## config.mk

```make
export PLATFORM = sky130hd
export DESIGN_NAME = team_06_volume_controller
export DESIGN_NICKNAME = d
export VERILOG_FILES = /design/src/rtl/team_06_pkg.sv /design/src/rtl/team_06_btn_debounce.sv /design/src/rtl/team_06_volume_controller.sv
export SDC_FILE = /design/constraint.sdc
export NUM_CORES = 1
export LEC_CHECK = 0
export ABC_AREA = 1
export BUFFER_PORTS_ARGS = -buffer_cell sky130_fd_sc_hd__buf_2
export CAP_MARGIN = 25
export CORE_UTILIZATION = 62
export DETAILED_ROUTE_END_ITERATION = 10
export PLACE_DENSITY = 0.84
export SKIP_LAST_GASP = 1
export SLEW_MARGIN = 15
export SYNTH_ARGS = -nofsm -noshare
export SYNTH_HDL_FRONTEND = slang
export SYNTH_SLANG_ARGS = --single-unit
```

## constraint.sdc

```tcl
create_clock -name clk -period 2.5 [get_ports clk]
set_input_delay 0.125 -clock clk [delete_from_list [all_inputs] [get_ports clk]]
set_output_delay 0.125 -clock clk [all_outputs]
set_load 0.02 [all_outputs]
```

## src/rtl/team_06_pkg.sv

```systemverilog
// team_06_pkg: shared types, widths and the saturating step helper for the volume controller.
package team_06_pkg;

    localparam int VOL_W = 4;
    localparam logic [VOL_W-1:0] VOL_MAX = 4'd15;

    typedef enum logic [1:0] {
        UNMUTED,
        FADE_OUT,
        MUTED,
        FADE_IN
    } mute_state_t;

    // Up and down together cancel; both ends saturate.
    function automatic logic [VOL_W-1:0] sat_step(
        input logic [VOL_W-1:0] v,
        input logic             up,
        input logic             dn
    );
        return (up && !dn && v != VOL_MAX) ? v + VOL_W'(1) :
               (dn && !up && v != '0)      ? v - VOL_W'(1) : v;
    endfunction

endpackage

```

## src/rtl/team_06_btn_debounce.sv

```systemverilog
// team_06_btn_debounce: synchronizer, debouncer, press-edge step and optional hold auto-repeat.
module team_06_btn_debounce #(
    parameter int DEBOUNCE_CYCLES = 16,
    parameter int REPEAT_DELAY    = 4096,
    parameter int REPEAT_RATE     = 1024,
    parameter bit REPEAT_EN       = 1'b1
) (
    input  logic clk,
    input  logic nrst,
    input  logic btn_raw,
    input  logic clr_repeat,
    output logic step
);

    localparam int DW = $clog2(DEBOUNCE_CYCLES + 1);
    localparam int RMAX = (REPEAT_DELAY > REPEAT_RATE) ? REPEAT_DELAY : REPEAT_RATE;
    localparam int RW = $clog2(RMAX + 1);

    logic          sync1_q, sync2_q;
    logic          lvl_q, lvl_d;
    logic [DW-1:0] db_cnt_q, db_cnt_d;
    logic [RW-1:0] rpt_cnt_q, rpt_cnt_d;
    logic          rpt_phase_q, rpt_phase_d;
    logic          step_q, step_d;
    logic          db_flip, rpt_fire, rpt_run;
    logic [RW-1:0] rpt_period;

    always_comb begin
        db_flip     = (sync2_q != lvl_q) && (db_cnt_q == DW'(DEBOUNCE_CYCLES - 1));
        db_cnt_d    = (sync2_q != lvl_q && !db_flip) ? db_cnt_q + DW'(1) : '0;
        lvl_d       = lvl_q ^ db_flip;
        // First repeat waits REPEAT_DELAY after the press step, later ones REPEAT_RATE.
        rpt_run     = REPEAT_EN && lvl_q && !clr_repeat && !db_flip;
        rpt_period  = rpt_phase_q ? RW'(REPEAT_RATE) : RW'(REPEAT_DELAY);
        rpt_fire    = rpt_run && (rpt_cnt_q == rpt_period - RW'(1));
        rpt_cnt_d   = (!rpt_run || rpt_fire) ? '0 : rpt_cnt_q + RW'(1);
        rpt_phase_d = rpt_run && (rpt_phase_q || rpt_fire);
        step_d      = (db_flip && !lvl_q) || rpt_fire;
    end

    always_ff @(posedge clk or negedge nrst) begin
        if (!nrst) begin
            sync1_q     <= 1'b0;
            sync2_q     <= 1'b0;
            lvl_q       <= 1'b0;
            db_cnt_q    <= '0;
            rpt_cnt_q   <= '0;
            rpt_phase_q <= 1'b0;
            step_q      <= 1'b0;
        end else begin
            sync1_q     <= btn_raw;
            sync2_q     <= sync1_q;
            lvl_q       <= lvl_d;
            db_cnt_q    <= db_cnt_d;
            rpt_cnt_q   <= rpt_cnt_d;
            rpt_phase_q <= rpt_phase_d;
            step_q      <= step_d;
        end
    end

    assign step = step_q;

endmodule

```

## src/rtl/team_06_volume_controller.sv

```systemverilog
// team_06_volume_controller: button-driven volume code with soft mute/unmute fades for the shifter.
module team_06_volume_controller
    import team_06_pkg::*;
#(
    parameter int               DEBOUNCE_CYCLES = 16,
    parameter int               REPEAT_DELAY    = 4096,
    parameter int               REPEAT_RATE     = 1024,
    parameter logic [VOL_W-1:0] VOL_DEFAULT     = 4'd8
) (
    input  logic             clk,
    input  logic             nrst,
    input  logic             btn_up,
    input  logic             btn_down,
    input  logic             btn_mute,
    input  logic             sample_tick,
    input  logic             bypass_req,
    output logic [VOL_W-1:0] volume,
    output logic             enable_volume,
    output logic             muted,
    output logic             vol_changed
);

    mute_state_t      state_q, state_d;
    logic [VOL_W-1:0] vol_q, vol_d;
    logic [VOL_W-1:0] saved_q, saved_d;
    logic             en_q, en_d;
    logic             vc_q, vc_d;
    logic             up_step, dn_step, mute_step, clr_rpt;

    assign clr_rpt = up_step && dn_step;

    team_06_btn_debounce #(
        .DEBOUNCE_CYCLES(DEBOUNCE_CYCLES),
        .REPEAT_DELAY   (REPEAT_DELAY),
        .REPEAT_RATE    (REPEAT_RATE),
        .REPEAT_EN      (1'b1)
    ) u_up (
        .clk       (clk),
        .nrst      (nrst),
        .btn_raw   (btn_up),
        .clr_repeat(clr_rpt),
        .step      (up_step)
    );

    team_06_btn_debounce #(
        .DEBOUNCE_CYCLES(DEBOUNCE_CYCLES),
        .REPEAT_DELAY   (REPEAT_DELAY),
        .REPEAT_RATE    (REPEAT_RATE),
        .REPEAT_EN      (1'b1)
    ) u_down (
        .clk       (clk),
        .nrst      (nrst),
        .btn_raw   (btn_down),
        .clr_repeat(clr_rpt),
        .step      (dn_step)
    );

    team_06_btn_debounce #(
        .DEBOUNCE_CYCLES(DEBOUNCE_CYCLES),
        .REPEAT_DELAY   (REPEAT_DELAY),
        .REPEAT_RATE    (REPEAT_RATE),
        .REPEAT_EN      (1'b0)
    ) u_mute (
        .clk       (clk),
        .nrst      (nrst),
        .btn_raw   (btn_mute),
        .clr_repeat(1'b0),
        .step      (mute_step)
    );

    // A mute step always takes priority over a ramp step in the same cycle.
    always_comb begin
        state_d = state_q;
        vol_d   = vol_q;
        saved_d = saved_q;
        case (state_q)
            UNMUTED: begin
                if (mute_step) begin
                    saved_d = vol_q;
                    state_d = (vol_q == '0) ? MUTED : FADE_OUT;
                end else begin
                    vol_d = sat_step(vol_q, up_step, dn_step);
                end
            end
            FADE_OUT: begin
                if (mute_step) begin
                    state_d = (vol_q == saved_q) ? UNMUTED : FADE_IN;
                end else if (sample_tick) begin
                    vol_d   = vol_q - VOL_W'(1);
                    state_d = (vol_d == '0) ? MUTED : FADE_OUT;
                end
            end
            MUTED: begin
                saved_d = sat_step(saved_q, up_step, dn_step);
                if (mute_step) state_d = (saved_d == '0) ? UNMUTED : FADE_IN;
            end
            FADE_IN: begin
                if (mute_step) begin
                    state_d = (vol_q == '0) ? MUTED : FADE_OUT;
                end else if (sample_tick) begin
                    vol_d   = vol_q + VOL_W'(1);
                    state_d = (vol_d >= saved_q) ? UNMUTED : FADE_IN;
                end
            end
            default: state_d = UNMUTED;
        endcase
        vc_d = (vol_d != vol_q);
        en_d = ~bypass_req;
    end

    always_ff @(posedge clk or negedge nrst) begin
        if (!nrst) begin
            state_q <= UNMUTED;
            vol_q   <= VOL_DEFAULT;
            saved_q <= VOL_DEFAULT;
            en_q    <= 1'b0;
            vc_q    <= 1'b0;
        end else begin
            state_q <= state_d;
            vol_q   <= vol_d;
            saved_q <= saved_d;
            en_q    <= en_d;
            vc_q    <= vc_d;
        end
    end

    assign volume        = vol_q;
    assign enable_volume = en_q;
    assign muted         = (state_q == MUTED);
    assign vol_changed   = vc_q;

endmodule

```

==> impl_metrics.py, run 1 <==
metrics = {
    "floorplanning": {
        "die_w_um": 78.1,
        "initial_core_util_pct": 64.9,
        "core_area_um2": 5540,
        "num_io_pins": 14,
        "die_h_um": 78.1,
        "placementRows": 27,
        "die_area_um2": 6110,
    },
    "timing": {
        "min_period_over_period_pct": 88.8,
        "max_freq_ghz": 0.450,
        "tns_ps": 0,
        "slew_headroom_pct": 55.3,
        "finClkSkew_ps": 6.77,
        "period_minus_slack_ps": 2220,
        "setup_viol": 0,
        "hold_viol": 0,
        "grt_setup_unrepaired": "no",
        "slew_viol_final": 0,
        "tightestPinTransition_ps": 671,
    },
    "logic_synthesis": {
        "seq_area_frac_synth_pct": 46.7,
        "synth.most_common_cell": "nand2_1",
        "async_flop_share_pct": 100,
        "syn_nets": 456,
        "synth_edf_count": 0,
        "synth_warnings": 0,
        "yosys-top-cells-count": "88 x nand2_1, 65 x dfrtp_1, 63 x inv_1",
        "synth_seq_cells": 67,
        "synth_top_area_share_pct": 45.2,
        "netlist_area_um2": 3590,
        "synth.largest_area_cell": "dfrtp_1",
        "synth_cell_types": 38,
        "synth_flop_cell": "dfrtp_1",
        "syn_inst": 432,
        "yosys-top-cells-area": "dfrtp_1 45%, nand2_1 9.2%, inv_1 6.6%",
        "avgSynthCellArea_um2": 8.32,
    },
    "place": {
        "port_buffers": 13,
        "dp_hpwl_um": 4950,
        "gp_congestion": 0.918,
    },
    "clock_network": {
        "cts_max_level": 3,
        "cts_buffers": 9,
        "cts.path.max_buffers": 2,
        "clk_pin_slew_ps": 70,
        "cts_tree": "done",
        "clock-root-buffer": "clkbuf_8",
        "clock_latency_ps": 340,
        "clock-sinks": 67,
    },
    "setup_path": {
        "critical_path_arrival_ps": 2450,
        "start_kind": "flip-flop",
        "critPathMostFrequentCell": "nand2_1",
        "rrSetupSlack_ps": 280,
        "end_kind": "flip-flop",
        "r2r_cells": 14,
        "path_cells": "inv_1 -> ha_1 -> ha_1 -> inv_1 -> o21bai_1 -> nand2_1 -> nand3_1 -> nand2_1 -> o21ai_0 -> nor2_1 -> nor2_1 -> nand3_1 -> nand2_1 -> nand2_1",
        "path_class": "reg -> reg",
        "crit_slowest_cell": "dfrtp_1",
        "crit_cells": 14,
        "max_stage_delay_ps": 500,
        "crit_required_ps": 2730,
        "path_buf_inv": 2,
        "crit_family": "adder cells",
        "cp_max_fo": 7,
    },
    "global_routing": {
        "grt_max_degree": 40,
        "grt_pass1_vias": 2797,
        "grt_pass1_wl_um": 12000,
        "antenna_found_initial": 0,
        "grt_usage_pct": 25.7,
        "grt_overflow": 0,
    },
    "power": {
        "cellPowerDensity_nw_per_um2": 558,
        "ir_worst_vdd_mv": 0.526,
        "power_leakage_nw": 1.90,
        "total_power_mw": 2.24,
    },
    "routing": {
        "drt-pass1-iter-count": 4,
        "routed_wl_um": 7060,
        "vias_per_cell": 5.40,
        "dr_total_vias": 2877,
        "wl_per_cell_um": 13.2,
        "route.detailed.drc": 0,
        "dr.first_iter.drc_count": 265,
        "antenna_left": 0,
    },
    "layout": {
        "syn_to_final_growth_pct": 11.7,
        "drive_gt1_share_pct": 11.3,
        "fin_nets": 480,
        "antenna_cells": 0,
    },
    "flow_run": {
        "drv_cap": 0,
    },
    "run_status": {
        "status": "finished clean",
    },
    "worst_hold_path": {
        "hold_depth": 2,
        "hp-class": "in -> reg",
    },
}
-- metrics by stage --
stage | util, % | area (um^2) | cells | hold slack, ps | setup slack [ps]
floorplan | - | 3590 | 432 | -171 | 414
global placement | 67.3 | 3730 | 512 | 195 | 424
detailed placement | 67.3 | 3730 | 512 | 200 | 304
CTS | 72.5 | 4020 | 533 | 190 | 284
global route | 72.5 | 4020 | 533 | 213 | 36.5
finish | 72.5 | 4020 | 533 | 200 | 280
-- final cells by class --
type / count / area (um^2)
inverters: 64 / 240
multi-input cells: 295 / 1640
fillers: 432 / 1520
clock buffers: 11 / 151
clock inverters: 5 / 83.8
flip-flops and latches: 67 / 1680
repair buffers: 19 / 135
well taps: 72 / 90.1
-- layer usage --
metal | track usage (%) | up-vias | part of all wire [%]
met5 | 0 | - | 0
met1 | 33.3 | 1344 | 44
met3 | 5.12 | 11 | 4.7
li1 | - | 1450 | -
met4 | 10.7 | 0 | 1.8
met2 | 42.2 | 72 | 49
-- worst register-to-register path: stages (launching register included) --
cell      delay, ps
dfrtp_1         500
inv_1           140
ha_1            380
ha_1            320
inv_1            40
o21bai_1        110
nand2_1          70
nand3_1          60
nand2_1          60
o21ai_0         100
nor2_1           70
nor2_1          100
nand3_1          70
nand2_1          70
nand2_1          50
-- what timing repair did --
item	in CTS	in global routing
setup buffers	0	0
gates resized for setup	0	0
hold buffers	5	0
endpoints found under the hold margin	31	0
-- flip-flops by register name, summed over array words and instances, names as in the netlist, 2 cells and up, named ones only --
| name | flops |
|---|---|
| state_q | 2 |
| saved_q | 4 |
| u_mute.db_cnt_q | 5 |
| u_up.db_cnt_q | 5 |
| volume | 4 |
| u_up.rpt_cnt_q | 13 |
| u_down.rpt_cnt_q | 13 |
| u_down.db_cnt_q | 5 |
-- power breakdown --
group / switching [mW] / leakage [nW] / internal (mW) / total, mW
registers: 0.0146 / 0.890 / 1.10 / 1.12
clock network: 0.421 / 0.112 / 0.620 / 1.04
logic: 0.0539 / 0.898 / 0.0315 / 0.0854
total: 0.489 / 1.90 / 1.75 / 2.24
-- final timing paths --
kind | startpoint | endpoint
max in group asynchronous | nrst | saved_q[3]$_DFFE_PN1P_
worst min register to register | u_up.sync1_q$_DFF_PN0_ | u_up.sync2_q$_DFF_PN0_
worst min-delay path | sample_tick | vol_changed$_DFF_PN0_
worst max-delay path | volume[0]$_DFF_PN0_ | state_q[0]$_DFFE_PN0P_
min in group asynchronous | nrst | volume[2]$_DFF_PN0_
worst max register to register | volume[0]$_DFF_PN0_ | state_q[0]$_DFFE_PN0P_
-- cell usage in the layout (no fill, tap or decap), types with 3 or more instances in the layout --
master / netlist / layout
nand4_1: 4 / 4
clkbuf_8: 0 / 11
inv_1: 63 / 63
o221ai_1: 3 / 3
xnor2_1: 7 / 7
dfrtp_1: 65 / 65
o21ai_0: 24 / 24
o22ai_1: 5 / 5
xor2_1: 8 / 8
nor2_2: 5 / 5
nand3_1: 24 / 24
nor3_1: 7 / 7
o21bai_1: 3 / 3
nand2_1: 88 / 88
buf_2: 1 / 13
nand2_2: 5 / 5
nor3b_1: 9 / 9
ha_1: 17 / 17
a21oi_1: 20 / 20
dlygate4sd3_1: 0 / 5
nor2_1: 47 / 47
-- cells by family (layout without fill, tap and decap cells) --
kind of cell	Yosys count	after routing	share of synthesized area (%)
simple gates	199	199	25.7
buf+inv	70	99	7.76
flops	67	67	46.7
xor+xnor	15	15	3.65
compound gates	64	64	10.3
fa+ha+maj	17	17	5.92
(Power assumes the default switching activity.)
==> run 2: changes to the inputs <==
--- a/config.mk
+++ b/config.mk
@@ -10,7 +10,8 @@
 export CAP_MARGIN = 25
 export CORE_UTILIZATION = 62
 export DETAILED_ROUTE_END_ITERATION = 10
-export PLACE_DENSITY = 0.84
+export HOLD_SLACK_MARGIN = 0.06
+export PLACE_DENSITY = 0.8
 export SKIP_LAST_GASP = 1
 export SLEW_MARGIN = 15
 export SYNTH_ARGS = -nofsm -noshare
==> run 2 against run 1 <==
Against the previous run:
- routed wire length grew 1.4%
- clock power is 11% lower
- count of clock-buffer cells in the layout down 1
- highest routed layer unchanged
- sequential share of layout area grew 0.25 points
- fmax grew 2.2%
- sequential cell count unchanged
- sequential power barely moved
- critical path depth unchanged
- global-route usage grew 0.54 points
==> impl_metrics.py, run 2 (same netlist as run 1, synthesis figures left out) <==
metrics = {
    "run_status": {
        "status": "finished clean",
    },
    "clock_network": {
        "clock-root-buffer": "clkbuf_8",
        "clock-sinks": 67,
        "cts.path.max_buffers": 2,
        "cts_resized": 0,
        "holdBufCountCts": 5,
        "cts_buffers": 9,
        "cts_max_level": 3,
        "clock_latency_ps": 350,
        "cts_tree": "done",
        "cts_setup_buffers": 0,
        "clk_pin_slew_ps": 80,
    },
    "timing": {
        "grt_setup_unrepaired": "no",
        "min_period_over_period_pct": 86.9,
        "slew_viol_final": 0,
        "tightestPinTransition_ps": 845,
        "finClkSkew_ps": 7.65,
        "hold_viol": 0,
        "period_minus_slack_ps": 2170,
        "fin_hold_ws_ps": 181,
        "tns_ps": 0,
        "setup_ws_ps": 328,
        "slew_headroom_pct": 43.7,
        "setup_viol": 0,
        "max_freq_ghz": 0.460,
    },
    "routing": {
        "top_layer": "met4",
        "dr_total_vias": 2927,
        "wl_per_cell_um": 13.4,
        "routed_wl_um": 7160,
        "met1_length_um": 3280,
        "dr.first_iter.drc_count": 169,
        "wl_met3_um": 205,
        "route.detailed.drc": 0,
        "antenna_left": 0,
        "drt-pass1-iter-count": 5,
        "wl_met2_um": 3520,
        "vias_per_cell": 5.46,
    },
    "global_routing": {
        "grt_pass1_wl_um": 12300,
        "grt_max_degree": 68,
        "grt_overflow": 0,
        "grt_pass1_vias": 2760,
        "grt_usage_pct": 26.2,
        "antenna_found_initial": 0,
    },
    "setup_path": {
        "r2r_cells": 14,
        "path_class": "reg -> reg",
        "cp_max_fo": 7,
        "end_kind": "flip-flop",
        "critical_path_arrival_ps": 2420,
        "start_kind": "flip-flop",
        "crit_required_ps": 2750,
    },
    "layout": {
        "syn_to_final_growth_pct": 11.1,
        "seqCellArea_um2": 1680,
        "antenna_cells": 0,
        "layout.cells.non_filler": 536,
        "fill_cells": 437,
        "drive_gt1_share_pct": 11.9,
        "layout_commonest_cell": "nand2_1",
        "multi_input_area_um2": 1640,
        "fin_nets": 483,
        "final_cell_mix": "88 x nand2_1, 65 x dfrtp_1, 63 x inv_1",
        "final_cell_area_um2": 3990,
        "reg_top3": "u_down.rpt_cnt_q x13, u_up.rpt_cnt_q x13",
    },
    "power": {
        "power_leakage_nw": 1.89,
        "ir_worst_vdd_mv": 0.538,
        "cellPowerDensity_nw_per_um2": 532,
    },
    "place": {
        "gp_congestion": 0.915,
        "pre_cts_slack_ps": 365,
        "dpl_cell_area_um2": 3740,
        "dp.cells": 515,
        "dp_hpwl_um": 4860,
        "port_buffers": 13,
    },
    "floorplanning": {
        "placementRows": 27,
        "die_h_um": 78.1,
        "num_io_pins": 14,
        "die_area_um2": 6110,
        "initial_core_util_pct": 64.9,
        "die_w_um": 78.1,
        "core_area_um2": 5540,
    },
    "flow_run": {
        "drv_cap": 0,
    },
    "worst_hold_path": {
        "hold_depth": 2,
        "hp-class": "in -> reg",
    },
}
[run 2: worst max-delay path, stage by stage (launching register included)]
cell and delay, ps:
dfrtp_1 460, inv_1 180, ha_1 380, ha_1 320, inv_1 40, o21bai_1 110, nand2_1 60, nand3_1 70
nand2_1 70, o21ai_0 70, nor2_1 50, nor2_1 100, nand3_1 70, nand2_1 60, nand2_1 40
[run 2: area by class of cell]
cell class / instances / share of cell area (%)
clock buffer: 10 / 3.45
inverter: 64 / 6.02
timing repair buffer: 22 / 3.64
multi-input combinational: 295 / 41.0
clock inverter: 6 / 1.60
sequential: 67 / 42.1
tap: 72 / 2.26
[run 2: report_power, final]
group | switching [mW] | internal [mW] | leakage [nW]
clock network | 0.434 | 0.487 | 0.0987
registers | 0.0144 | 1.10 | 0.890
logic | 0.0546 | 0.0298 | 0.906
total | 0.503 | 1.62 | 1.89
[run 2: metrics by stage]
stage               power [mW]  utilization, %
floorplan                 1.17               -
detailed placement        1.22            67.5
CTS                       2.14            72.1
finish                    2.12            72.1
global placement          1.21            67.5
global route              2.20            72.1
[run 2: routing by layer]
metal | global-route usage (%) | up-vias
li1 | - | 1452
met1 | 33.8 | 1404
met2 | 43.2 | 56
met3 | 4.42 | 15
met4 | 12.4 | 0
met5 | 0 | -
[run 2: path summary, 6_finish.rpt]
check / startpoint / endpoint / slack (ps)
worst max-delay path: volume[1]$_DFF_PN0_ / state_q[0]$_DFFE_PN0P_ / 330
worst min-delay path: sample_tick / vol_changed$_DFF_PN0_ / 180
worst max register to register: volume[1]$_DFF_PN0_ / state_q[0]$_DFFE_PN0P_ / 330
worst min register to register: u_down.sync1_q$_DFF_PN0_ / u_down.sync2_q$_DFF_PN0_ / 360
max in group asynchronous: nrst / u_down.rpt_cnt_q[2]$_DFF_PN0_ / 1440
min in group asynchronous: nrst / u_up.rpt_cnt_q[7]$_DFF_PN0_ / 480
==> run 3: changes to the inputs <==
--- a/config.mk
+++ b/config.mk
@@ -6,8 +6,8 @@
 export NUM_CORES = 1
 export LEC_CHECK = 0
 export ABC_AREA = 1
-export BUFFER_PORTS_ARGS = -buffer_cell sky130_fd_sc_hd__buf_2
-export CAP_MARGIN = 25
+export BUFFER_PORTS_ARGS = -buffer_cell sky130_fd_sc_hd__buf_4
+export CAP_MARGIN = 40
 export CORE_UTILIZATION = 62
 export DETAILED_ROUTE_END_ITERATION = 10
 export HOLD_SLACK_MARGIN = 0.06
==> run 3 against run 2 <==
Against the previous run:
- sequential power about the same
- critical path type unchanged
- via count down 3.3%
- clock skew about the same
- worst hold slack worse by 62 ps
- worst setup slack worse by 28 ps
- die area unchanged
- non-clock buffer count down 1
==> impl_metrics.py, run 3 (same netlist as run 1, synthesis figures left out) <==
metrics = {
    "timing": {
        "tightestPinTransition_ps": 605,
        "tns_ps": 0,
        "grt_setup_unrepaired": "no",
        "slew_viol_final": 0,
        "min_period_over_period_pct": 88.0,
        "max_freq_ghz": 0.455,
        "slew_headroom_pct": 59.2,
        "setup_viol": 0,
        "finClkSkew_ps": 7.30,
        "hold_viol": 0,
        "period_minus_slack_ps": 2200,
        "fin_hold_ws_ps": 119,
    },
    "global_routing": {
        "grt_usage_pct": 25.2,
        "grt_overflow": 0,
        "antenna_found_initial": 0,
        "grt_pass1_wl_um": 11800,
        "grt_pass1_vias": 2684,
        "grt_max_degree": 68,
    },
    "floorplanning": {
        "die_area_um2": 6110,
        "core_area_um2": 5540,
        "placementRows": 27,
        "initial_core_util_pct": 64.9,
        "die_w_um": 78.1,
        "die_h_um": 78.1,
        "num_io_pins": 14,
    },
    "routing": {
        "dr.first_iter.drc_count": 180,
        "routed_wl_um": 6820,
        "antenna_left": 0,
        "vias_per_cell": 5.32,
        "drt-pass1-iter-count": 5,
        "route.detailed.drc": 0,
        "dr_total_vias": 2829,
        "wl_per_cell_um": 12.8,
    },
    "place": {
        "port_buffers": 13,
        "dp_hpwl_um": 4750,
        "gp_congestion": 0.875,
    },
    "clock_network": {
        "cts.path.max_buffers": 2,
        "holdBufCountCts": 5,
        "cts_buffers": 9,
        "clock_latency_ps": 340,
        "cts_setup_buffers": 0,
        "clk_pin_slew_ps": 70,
        "cts_tree": "done",
        "clock-sinks": 67,
        "cts_max_level": 3,
        "clock-root-buffer": "clkbuf_8",
        "cts_resized": 0,
    },
    "setup_path": {
        "cp_max_fo": 7,
        "r2r-start": "volume[0]$_DFF_PN0_",
        "end_kind": "flip-flop",
        "start_kind": "flip-flop",
        "crit_required_ps": 2730,
        "critical_path_arrival_ps": 2430,
        "critical_path.startpoint": "volume[0]$_DFF_PN0_",
        "path_class": "reg -> reg",
    },
    "run_status": {
        "status": "finished clean",
    },
    "power": {
        "share_seq_of_total_power_pct": 56.0,
        "cellPowerDensity_nw_per_um2": 499,
        "intPower_mw": 1.54,
        "power_leakage_nw": 1.90,
        "ir_worst_vdd_mv": 0.669,
        "p_sw_mw": 0.457,
        "clkPwrFrac_pct": 39.4,
        "p_comb_share_pct": 4.6,
        "switching_share_pct": 22.9,
    },
    "layout": {
        "fill_cells": 441,
        "multi_input_area_um2": 1640,
        "fin_nets": 482,
        "syn_to_final_growth_pct": 11.3,
        "reg_top3": "u_down.rpt_cnt_q x13, u_up.rpt_cnt_q x13",
        "drive_gt1_share_pct": 11.1,
        "seqCellArea_um2": 1680,
        "layout_commonest_cell": "nand2_1",
        "antenna_cells": 0,
        "final_cell_mix": "88 x nand2_1, 65 x dfrtp_1, 63 x inv_1",
    },
    "flow_run": {
        "drv_cap": 0,
    },
    "worst_hold_path": {
        "hp-class": "in -> async",
    },
}
-- run 3: stage by stage --
step / cell area [um^2] / std cells / utilization [%] / power (mW) / setup WS (ps)
2_1_floorplan: 3590 / 432 / - / 1.17 / 414
3_3_place_gp: 3760 / 513 / 67.8 / 1.21 / 418
3_5_place_dp: 3760 / 513 / 67.8 / 1.22 / 334
4_1_cts: 3970 / 531 / 71.7 / 2.01 / 320
5_1_grt: 4000 / 532 / 72.2 / 2.07 / 107
6_report: 4000 / 532 / 72.2 / 1.99 / 301
-- run 3: final cells by class --
cell class	instances	share of cell area [%]
tap	72	2.25
clock buffer	11	3.78
timing repair buffer	21	4.75
inverter	64	6.00
multi-input combinational	295	40.9
sequential	67	42.0
clock inverter	2	0.344
-- run 3: path summary, 6_finish.rpt --
kind | to | slack, ps | cells past startpoint
worst max-delay path | state_q[0]$_DFFE_PN0P_ | 300 | 14
worst min-delay path | u_up.rpt_cnt_q[2]$_DFF_PN0_ | 120 | 2
worst max register to register | state_q[0]$_DFFE_PN0P_ | 300 | 14
worst min register to register | u_mute.sync2_q$_DFF_PN0_ | 350 | 0
max in group asynchronous | saved_q[3]$_DFFE_PN1P_ | 1850 | 3
min in group clk | vol_changed$_DFF_PN0_ | 170 | 2
-- run 3: critical path, stage by stage (launching register included) --
cell and delay (ps):
dfrtp_1 500, inv_1 150, ha_1 380, ha_1 310, inv_1 40, o21bai_1 120, nand2_1 60, nand3_1 60
nand2_1 60, o21ai_0 80, nor2_1 50, nor2_1 90, nand3_1 70, nand2_1 60, nand2_1 50
-- run 3: power groups by stage --
stage / sequential [mW] / combinational (mW) / clock [mW]
after floorplan: 1.14 / 0.0386 / 0
after global placement: 1.14 / 0.0780 / 0
after detailed placement: 1.14 / 0.0816 / 0
after CTS: 1.12 / 0.0879 / 0.808
after global routing: 1.12 / 0.106 / 0.847
final: 1.12 / 0.0919 / 0.787
-- run 3: metal layers --
layer / vias to the layer above / GRT usage (%) / part of all wire, %
met5: - / 0 / 0
met1: 1295 / 32.3 / 45
met4: 0 / 9.07 / 1.5
met2: 80 / 41.4 / 48
li1: 1441 / - / -
met3: 13 / 6.63 / 5.0
